**config.mk**
```make
export PLATFORM = sky130hd
export DESIGN_NAME = sram_bus_arbiter
export DESIGN_NICKNAME = d
export VERILOG_FILES = /design/src/rtl/sram_bus_arbiter_pkg.sv /design/src/rtl/sram_bus_arbiter_order_fifo.sv /design/src/rtl/sram_bus_arbiter.sv
export SDC_FILE = /design/constraint.sdc
export NUM_CORES = 1
export LEC_CHECK = 0
export ABC_CLOCK_PERIOD_IN_PS = 3400
export BUFFER_PORTS_ARGS = -buffer_cell sky130_fd_sc_hd__buf_2
export CORE_AREA = 5 5 106 108
export CTS_BUF_LIST = sky130_fd_sc_hd__clkbuf_4 sky130_fd_sc_hd__clkbuf_8
export DETAILED_ROUTE_END_ITERATION = 7
export DIE_AREA = 0 0 111 113
export MAX_ROUTING_LAYER = met4
export PLACE_DENSITY = 0.57
export REMOVE_ABC_BUFFERS = 1
export SETUP_SLACK_MARGIN = 0.05
export SLEW_MARGIN = 30
export SYNTH_ARGS = -nofsm -noshare
export SYNTH_HDL_FRONTEND = slang
export SYNTH_SLANG_ARGS = --single-unit
```
**constraint.sdc**
```tcl
create_clock -name clk -period 3.4 [get_ports clk]
set_clock_uncertainty 0.2 [all_clocks]
set_input_delay 0 -clock clk [delete_from_list [all_inputs] [get_ports clk]]
set_output_delay 0 -clock clk [all_outputs]
set_load 0.01 [all_outputs]
```
**src/rtl/sram_bus_arbiter_pkg.sv**
```systemverilog
// Shared ids and FSM encodings for the SRAM-like bus arbiter.
package sram_bus_arbiter_pkg;

    localparam logic ARB_ID_INST = 1'b0;
    localparam logic ARB_ID_DATA = 1'b1;

    typedef enum logic [1:0] {
        ARB_IDLE   = 2'd0,
        ARB_LOCK_I = 2'd1,
        ARB_LOCK_D = 2'd2
    } arb_state_e;

endpackage

```
**src/rtl/sram_bus_arbiter_order_fifo.sv**
```systemverilog
// In-order FIFO of grant ids for accepted-but-unanswered bus transactions.
module arb_order_fifo #(
    parameter int DEPTH = 2,
    parameter int PW    = 1
) (
    input  logic          clk,
    input  logic          resetn,
    input  logic          push,
    input  logic          pop,
    input  logic          din,
    output logic          head,
    output logic          empty,
    output logic [PW:0]   count
);

    logic [DEPTH-1:0] mem;
    logic [PW-1:0]    wr_ptr;
    logic [PW-1:0]    rd_ptr;
    logic             push_ok;
    logic             pop_ok;

    function automatic logic [PW-1:0] nxt(input logic [PW-1:0] p);
        return (p == PW'(DEPTH - 1)) ? '0 : p + PW'(1);
    endfunction

    assign empty   = (count == '0);
    assign push_ok = push && (count != (PW+1)'(DEPTH));
    assign pop_ok  = pop && !empty;
    assign head    = mem[rd_ptr];

    always_ff @(posedge clk or negedge resetn) begin
        if (!resetn) begin
            mem    <= '0;
            wr_ptr <= '0;
            rd_ptr <= '0;
            count  <= '0;
        end else begin
            if (push_ok) begin
                mem[wr_ptr] <= din;
                wr_ptr      <= nxt(wr_ptr);
            end
            if (pop_ok)
                rd_ptr <= nxt(rd_ptr);
            if (push_ok && !pop_ok)
                count <= count + (PW+1)'(1);
            else if (pop_ok && !push_ok)
                count <= count - (PW+1)'(1);
        end
    end

endmodule

```
**src/rtl/sram_bus_arbiter.sv**
```systemverilog
// Two-port to one SRAM-like bus arbiter with in-order response steering.
// Define SRAM_ARB_RR_EN for round-robin arbitration instead of data priority.
module sram_bus_arbiter
    import sram_bus_arbiter_pkg::*;
#(
    parameter int MAX_OUTST = 2,
    parameter int ID_PW     = 1
) (
    input  logic        clk,
    input  logic        resetn,
    input  logic        inst_req,
    input  logic        inst_wr,
    input  logic [1:0]  inst_size,
    input  logic [31:0] inst_addr,
    output logic        inst_addr_ok,
    output logic        inst_data_ok,
    output logic [31:0] inst_rdata,
    input  logic        data_req,
    input  logic        data_wr,
    input  logic [1:0]  data_size,
    input  logic [3:0]  data_wstrb,
    input  logic [31:0] data_addr,
    input  logic [31:0] data_wdata,
    output logic        data_addr_ok,
    output logic        data_data_ok,
    output logic [31:0] data_rdata,
    output logic        bus_req,
    output logic        bus_wr,
    output logic [1:0]  bus_size,
    output logic [3:0]  bus_wstrb,
    output logic [31:0] bus_addr,
    output logic [31:0] bus_wdata,
    input  logic        bus_addr_ok,
    input  logic        bus_data_ok,
    input  logic [31:0] bus_rdata
);

    arb_state_e       state;
    arb_state_e       state_d;
    logic             arb_sel;
    logic             sel;
    logic             sel_req;
    logic             full;
    logic             push;
    logic             pop;
    logic             head;
    logic             empty;
    logic [ID_PW:0]   count;

`ifdef SRAM_ARB_RR_EN
    logic             last_grant;

    always_ff @(posedge clk or negedge resetn) begin
        if (!resetn)
            last_grant <= ARB_ID_INST;
        else if (push)
            last_grant <= sel;
    end
`endif

    always_comb begin
        arb_sel = data_req ? ARB_ID_DATA : ARB_ID_INST;
`ifdef SRAM_ARB_RR_EN
        if (data_req && inst_req)
            arb_sel = (last_grant == ARB_ID_INST) ? ARB_ID_DATA : ARB_ID_INST;
`endif
        unique case (state)
            ARB_LOCK_I: sel = ARB_ID_INST;
            ARB_LOCK_D: sel = ARB_ID_DATA;
            default:    sel = arb_sel;
        endcase
    end

    // no bypass: a pop in the same cycle does not free a slot for a new grant
    assign full    = (count == (ID_PW+1)'(MAX_OUTST));
    assign sel_req = (sel == ARB_ID_DATA) ? data_req : inst_req;
    assign bus_req = resetn && sel_req && !full;
    assign push    = bus_req && bus_addr_ok;
    assign pop     = resetn && bus_data_ok && !empty;

    assign bus_wr    = (sel == ARB_ID_DATA) ? data_wr    : inst_wr;
    assign bus_size  = (sel == ARB_ID_DATA) ? data_size  : inst_size;
    assign bus_addr  = (sel == ARB_ID_DATA) ? data_addr  : inst_addr;
    assign bus_wstrb = (sel == ARB_ID_DATA) ? data_wstrb : 4'b0000;
    assign bus_wdata = (sel == ARB_ID_DATA) ? data_wdata : 32'd0;

    assign inst_addr_ok = push && (sel == ARB_ID_INST);
    assign data_addr_ok = push && (sel == ARB_ID_DATA);
    assign inst_data_ok = pop && (head == ARB_ID_INST);
    assign data_data_ok = pop && (head == ARB_ID_DATA);
    assign inst_rdata   = bus_rdata;
    assign data_rdata   = bus_rdata;

    always_comb begin
        state_d = state;
        unique case (state)
            ARB_IDLE:
                if (bus_req && !bus_addr_ok)
                    state_d = (sel == ARB_ID_DATA) ? ARB_LOCK_D : ARB_LOCK_I;
            ARB_LOCK_I, ARB_LOCK_D:
                if (push)
                    state_d = ARB_IDLE;
            default:
                state_d = ARB_IDLE;
        endcase
    end

    always_ff @(posedge clk or negedge resetn) begin
        if (!resetn)
            state <= ARB_IDLE;
        else
            state <= state_d;
    end

    arb_order_fifo #(
        .DEPTH (MAX_OUTST),
        .PW    (ID_PW)
    ) u_order_fifo (
        .clk    (clk),
        .resetn (resetn),
        .push   (push),
        .pop    (pop),
        .din    (sel),
        .head   (head),
        .empty  (empty),
        .count  (count)
    );

endmodule

```
Word level (Yosys, flattened, before mapping)
Index checks and enable logic that the tools add are counted.

operators by class
  $add $sub $neg = 4
  multipliers = 0
  div/mod/pow operators = 0
  $lt $le $gt $ge = 3
  eq/ne operators = 6
  shift operators = 0
  mux-type cells = 21
  bitwise operators = 2
  reduce and logical (&&, ||, !) cells = 25

operators with widths
  kind                                                count
  two-way mux 32 bit                                  2
  logical AND 1 bit                                   15
  two-way mux 2 bit                                   6
  two-way mux 1 bit                                   8
  != test 2 bit, second input constant                3
  zero test 1 bit                                     5
  == test 2 bit, second input constant                2
  zero test 2 bit                                     2
  < comparator 1 x 2 -> 1 bit, second input constant  2
  two-way mux 4 bit                                   1
  case mux 2 bit (2 select lines)                     1
  adder 1 bit, second input constant                  2
  adder 2 x 1 -> 2 bit, second input constant         1
  bitwise mux 2 bit                                   1
  == test 2 x 1 -> 1 bit, second input constant       1
  NOT 1 bit                                           2
  case mux 1 bit (2 select lines)                     1
  AND reduction 2 bit                                 1
  nonzero test 2 bit                                  1
  OR reduction 2 bit                                  1
  subtractor 2 x 1 -> 2 bit, second input constant    1
  demux 1 bit (select 1 bit)                          1
  >= comparator 1 bit, second input constant          1

storage, ports and cells
  register bits after elaboration = 8
  latch bits = 0
  bits in writable memories = 0
  ROM bits = 0
  bits of input ports = 144
  output and inout port bits = 140
  logic and storage cells = 66
  memories kept = 0

Longest topological paths before layout
  depth after elaboration = 11
  depth in mapped cells = 10

By module
Synthesis repeated with hierarchy kept, for this count alone.

second synthesis, totals
  cell total of the unflattened synthesis = 198
  area total of the unflattened synthesis = 1664.1 µm²

by module, submodules not included
  module            times used  cells each  area each (µm²)  seq. area each (µm²)
  sram_bus_arbiter  1           176         1386.3           50.0
  arb_order_fifo    1           22          277.8            150.1

Worst setup path after synthesis
No wires, ideal clock.

  kind = register to register
  from = register state[0]
  to = register u_order_fifo.count[1]
  library setup time = 0.079 ns
  data arrival time = 1.923 ns
  required time = 3.121 ns
  slack = 1.198 ns
  cell stages (with the launch flop) = 10
  path buffers = 0
  path through = dfrtp_1 inv_1 ha_1 mux2_2 o2111ai_2 or2_4 inv_2 ha_1 nor2_1 xor2_1

on the way
  word-level cells in the longest chain between the ends = 10

RTL lines
  item                                                     line                               text
  start, declared                                          sram_bus_arbiter.sv:38             arb_state_e state;
  start signal, assigned                                   sram_bus_arbiter.sv:112            state <= state_d;
  == test 2 bit or == test 2 x 1 -> 1 bit (tied branches)  sram_bus_arbiter.sv:67             unique case (state)
  case mux 1 bit (2 select lines) *                        sram_bus_arbiter.sv:67
  two-way mux 1 bit *                                      sram_bus_arbiter.sv:76             assign sel_req = (sel == ARB_ID_DATA) ? data_req : inst_req;
  logical AND 1 bit * (2 in a row)                         sram_bus_arbiter.sv:77             assign bus_req = resetn && sel_req && !full;
  logical AND 1 bit *                                      sram_bus_arbiter.sv:78             assign push = bus_req && bus_addr_ok;
  logical AND 1 bit *                                      sram_bus_arbiter_order_fifo.sv:27  assign push_ok = push && (count != (PW+1)'(DEPTH));
  named net u_order_fifo.push_ok                           sram_bus_arbiter_order_fifo.sv:19  logic push_ok;
  zero test 1 bit                                          sram_bus_arbiter_order_fifo.sv:46  else if (pop_ok && !push_ok)
  logical AND 1 bit                                        sram_bus_arbiter_order_fifo.sv:46
  nonzero test 2 bit (no source line)                      -
  end signal, assigned                                     sram_bus_arbiter_order_fifo.sv:45  count <= count + (PW+1)'(1);
  end signal, assigned                                     sram_bus_arbiter_order_fifo.sv:47  count <= count - (PW+1)'(1);
  end, declared                                            sram_bus_arbiter_order_fifo.sv:13  output logic [PW:0] count

Mark *: on every way through the listed nets, which the timed path passes. The rest lies on a longest branch.
A chain may end at the register's enable or synchronous reset.

Worst setup path in the final report
  from = register state[0]
  to = output bus_addr[5]

on the way
  word-level cells in the longest chain between the ends = 3

RTL lines
  item                                                     line                    text
  == test 2 bit or == test 2 x 1 -> 1 bit (tied branches)  sram_bus_arbiter.sv:67
  case mux 1 bit (2 select lines) *                        sram_bus_arbiter.sv:67
  two-way mux 32 bit *                                     sram_bus_arbiter.sv:83  assign bus_addr = (sel == ARB_ID_DATA) ? data_addr : inst_addr;
  end, declared                                            sram_bus_arbiter.sv:31  output logic [31:0] bus_addr,

Mark *: on every way between the ends. The rest lies on a longest branch, timed or not.

==> impl_results.md <==
* Run status: complete, but fails checks
* Failing checks: hold timing
* Flop-to-flop setup slack at 1.06 ns
* Level count of the clock H-tree at 1
* Area of the multi-input gates at 937.1 sq um
* Hold path startpoint: bus_data_ok
* Ports at 284
* Filler cells at 1105
* Skew-Pair Late Insertion Delay at 0.22 ns
* Drt drc at 0
* Tmin final at 2.436 ns
* RSZ-0062 raised after global routing: no
* Slew HR at 0.6880
* Area share of the largest cell type after synthesis at 0.2842
* R2R Path End: u_order_fifo.count[1]
* Initial Utilization at 0.1667
* Hold Vio Cnt, Final at 1
* Routed WL at 8.961 mm
* DRT antenna net count at 0
* Routed len/inst at 18.21 microns
* Share of layout cells above drive strength 1 at 0.6479
* Switch Pwr at 0.0007385 W
* Crit path capture: bus_addr[5]
* CTS Buf Count at 3
* Mapped cell area at 1690 sq um
* Final period util at 0.7164
* Post-CTS setup buffer count at 0
* Max Transition Viols Final at 0
* Synth Instances at 200
* Largest net degree at the start of global routing at 76
* Achievable Freq at 0.4105 GHz
* Pre-CTS setup slack at 1.071 ns
* Slew @ Worst Pin at 0.4664 ns
* Cell internal pwr at 0.0008019 W
* Power Dens Cells at 572.6 nW/um^2
* CORE AREA at 10140 sq um
* Final setup margin at 0.9641 ns
* Synth warn at 0
* Maximum fanout along the worst path at 75
* Gpl congestion at 0.8524
* Critical path class: flip-flop to primary output
* Worst min path class: input pin to flip-flop
* FF/Latch Area at 200.2 sq um
* Cts hold-fix bufs at 36
* Worst VDD drop at 298.2 uV
* Iteration count of the initial detailed-routing pass at 4
* Syn_area_per_cell at 8.452 sq um
* Sequential power share at 0.119
* Synth cell types at 31
* Post-CTS sizing at 0
* GRT Total Usage at 0.1319
* Critical path capture point type: primary output
* Register area share after synthesis at 0.1184
* Nets at 504
* DRT iter0 DRCs at 62
* Main synth FF type: dfrtp_1
* Cells after DPL at 452
* Largest cells by area after synthesis: buf_4 28%, mux2_2 23%, nor2b_1 14%, dfrtp_1 12%, ha_1 2.2%
* Critical Path RT at 3.20 ns
* #FFs+latches synth at 8
* Power share of the combinational group at 0.810
* DIE AREA at 12540 sq um
* # setup viols final at 0
* MaxCap Viol Count at 0
* Hpwl dp at 7.429 mm
* # port buffers at 187
* Row count at 37
* R2R cell count at 9
* Post-synth EDFFs at 0
* Via Count at 1929
* Area Overhead vs Synth at 59.14%
* Grt ovf at 0
* Setup crit start: state[0]
* CTS tree: yes
* RR Startpoint: state[0]
* Startpoint Class: flip-flop
* First-pass GRT wire length at 12.52 mm
* Area leader, netlist: buf_4
* Static Leak at 1.414 nW
* Ys async rst share at 1.000
* Clk sink count at 8
* Worst-path clk slew at 0.04 ns
* CP Data Arrival Time at 2.24 ns
* Die Wd at 111 microns
* Final cell count without fillers at 492
* Die Span Y at 113 microns
* Final core area utilization at 0.2653
* Vias in the first global route at 2026
* Root buffer cell: clkbuf_8
* Antenna violations before repair at 1
* Final setup TNS at 0 ns
* CTS Buffer Depth at 2
* Sw Ratio at 0.4794
* Via density at 3.921
* Clock Power Share at 0.071
* Fin Hold WS at -0.006272 ns
worst min-delay path by stage:
stage | depth (start not counted) | slack, ns | endpoint
floorplan | 0 | -0.50 | state[0]
global placement | 1 | -0.31 | u_order_fifo.count[1]
detailed placement | 1 | -0.31 | u_order_fifo.count[0]
CTS | 3 | 0.0003 | state[0]
global route | 3 | 0.02 | u_order_fifo.rd_ptr
finish | 3 | -0.006 | u_order_fifo.rd_ptr
cells in the mapped netlist (all sizes together) (2+ instances only):
cell,instances
o21ai,5
nand2b,2
o31ai,3
o211ai,2
dfrtp,8
a21oi,3
buf,72
mux2,36
nor2,6
inv,6
xnor2,3
ha,3
nand4,2
nor2b,37
xor2,2
metrics by stage:
stage / total power [W] / area, sq um / hold WS, ns
detailed placement: 0.001364 / 2286 / -0.3138
CTS: 0.001557 / 2688 / 0.0003027
floorplan: 0.0009050 / 1152 / -0.4956
global route: 0.001666 / 2690 / 0.02451
finish: 0.001540 / 2690 / -0.006272
global placement: 0.001355 / 2286 / -0.3143
power groups by stage:
stage	clock, W	sequential (W)	combinational [W]
after detailed placement	0	0.000183	0.00118
after CTS	0.000114	0.000182	0.00126
after global routing	0.000120	0.000189	0.00136
after global placement	0	0.000181	0.00117
final	0.000110	0.000183	0.00125
after floorplan	0	0.000174	0.000731
layout by cell type (no fill, tap or decap), drive strengths merged, types with 3 or more instances in the layout:
cell type,synthesis,layout
dlygate4sd3,0,36
nor2,6,6
buf,72,188
ha,3,3
o31ai,3,3
clkbuf,0,3
nor2b,37,37
inv,6,6
xnor2,3,3
mux2,36,36
o21ai,5,5
dfrtp,8,8
a21oi,3,3
cells by family (layout without fill, tap and decap cells):
kind of cell               count (synthesis)  in the layout  share of synthesized area
muxes                                     37             37                     0.2457
adders and majority gates                  3              3                    0.02221
other                                      0              1                          0
DFF                                        8              8                     0.1184
AOI/OAI and AO/OA                         17             17                    0.07179
buffers and inverters                     78            233                     0.3316
and+or+nand+nor                           52             52                     0.1843
xor gates and xnor gates                   5              5                    0.02591
critical path: stages (launching register included):
cell and delay (ns):
dfrtp_1 0.35, inv_1 0.07, ha_1 0.37, nand2_1 0.12, a21boi_4 0.20, buf_12 0.30, mux2_2 0.39, buf_2 0.14
state kept, by name, summed over array words and instances (netlist names):
signal,count
state,2
u_order_fifo.count,2
u_order_fifo.mem,2
u_order_fifo.rd_ptr,1
u_order_fifo.wr_ptr,1
cell type report:
type,instances,share of cell area
repair buffers,224,0.4893
multi-input cells,114,0.3484
flip-flops and latches,8,0.07442
well taps,136,0.06326
clock buffers,3,0.01535
inverters,6,0.008372
diodes,1,0.0009302
layer usage:
layer / track usage / part of all wire / vias to the layer above
met5: - / 0 / -
met4: 0.004926 / 0 / 0
li1: - / - / 915
met2: 0.1820 / 0.43 / 126
met1: 0.1781 / 0.44 / 888
met3: 0.07166 / 0.13 / 0
Note: power is estimated with default switching activity, not from simulation.
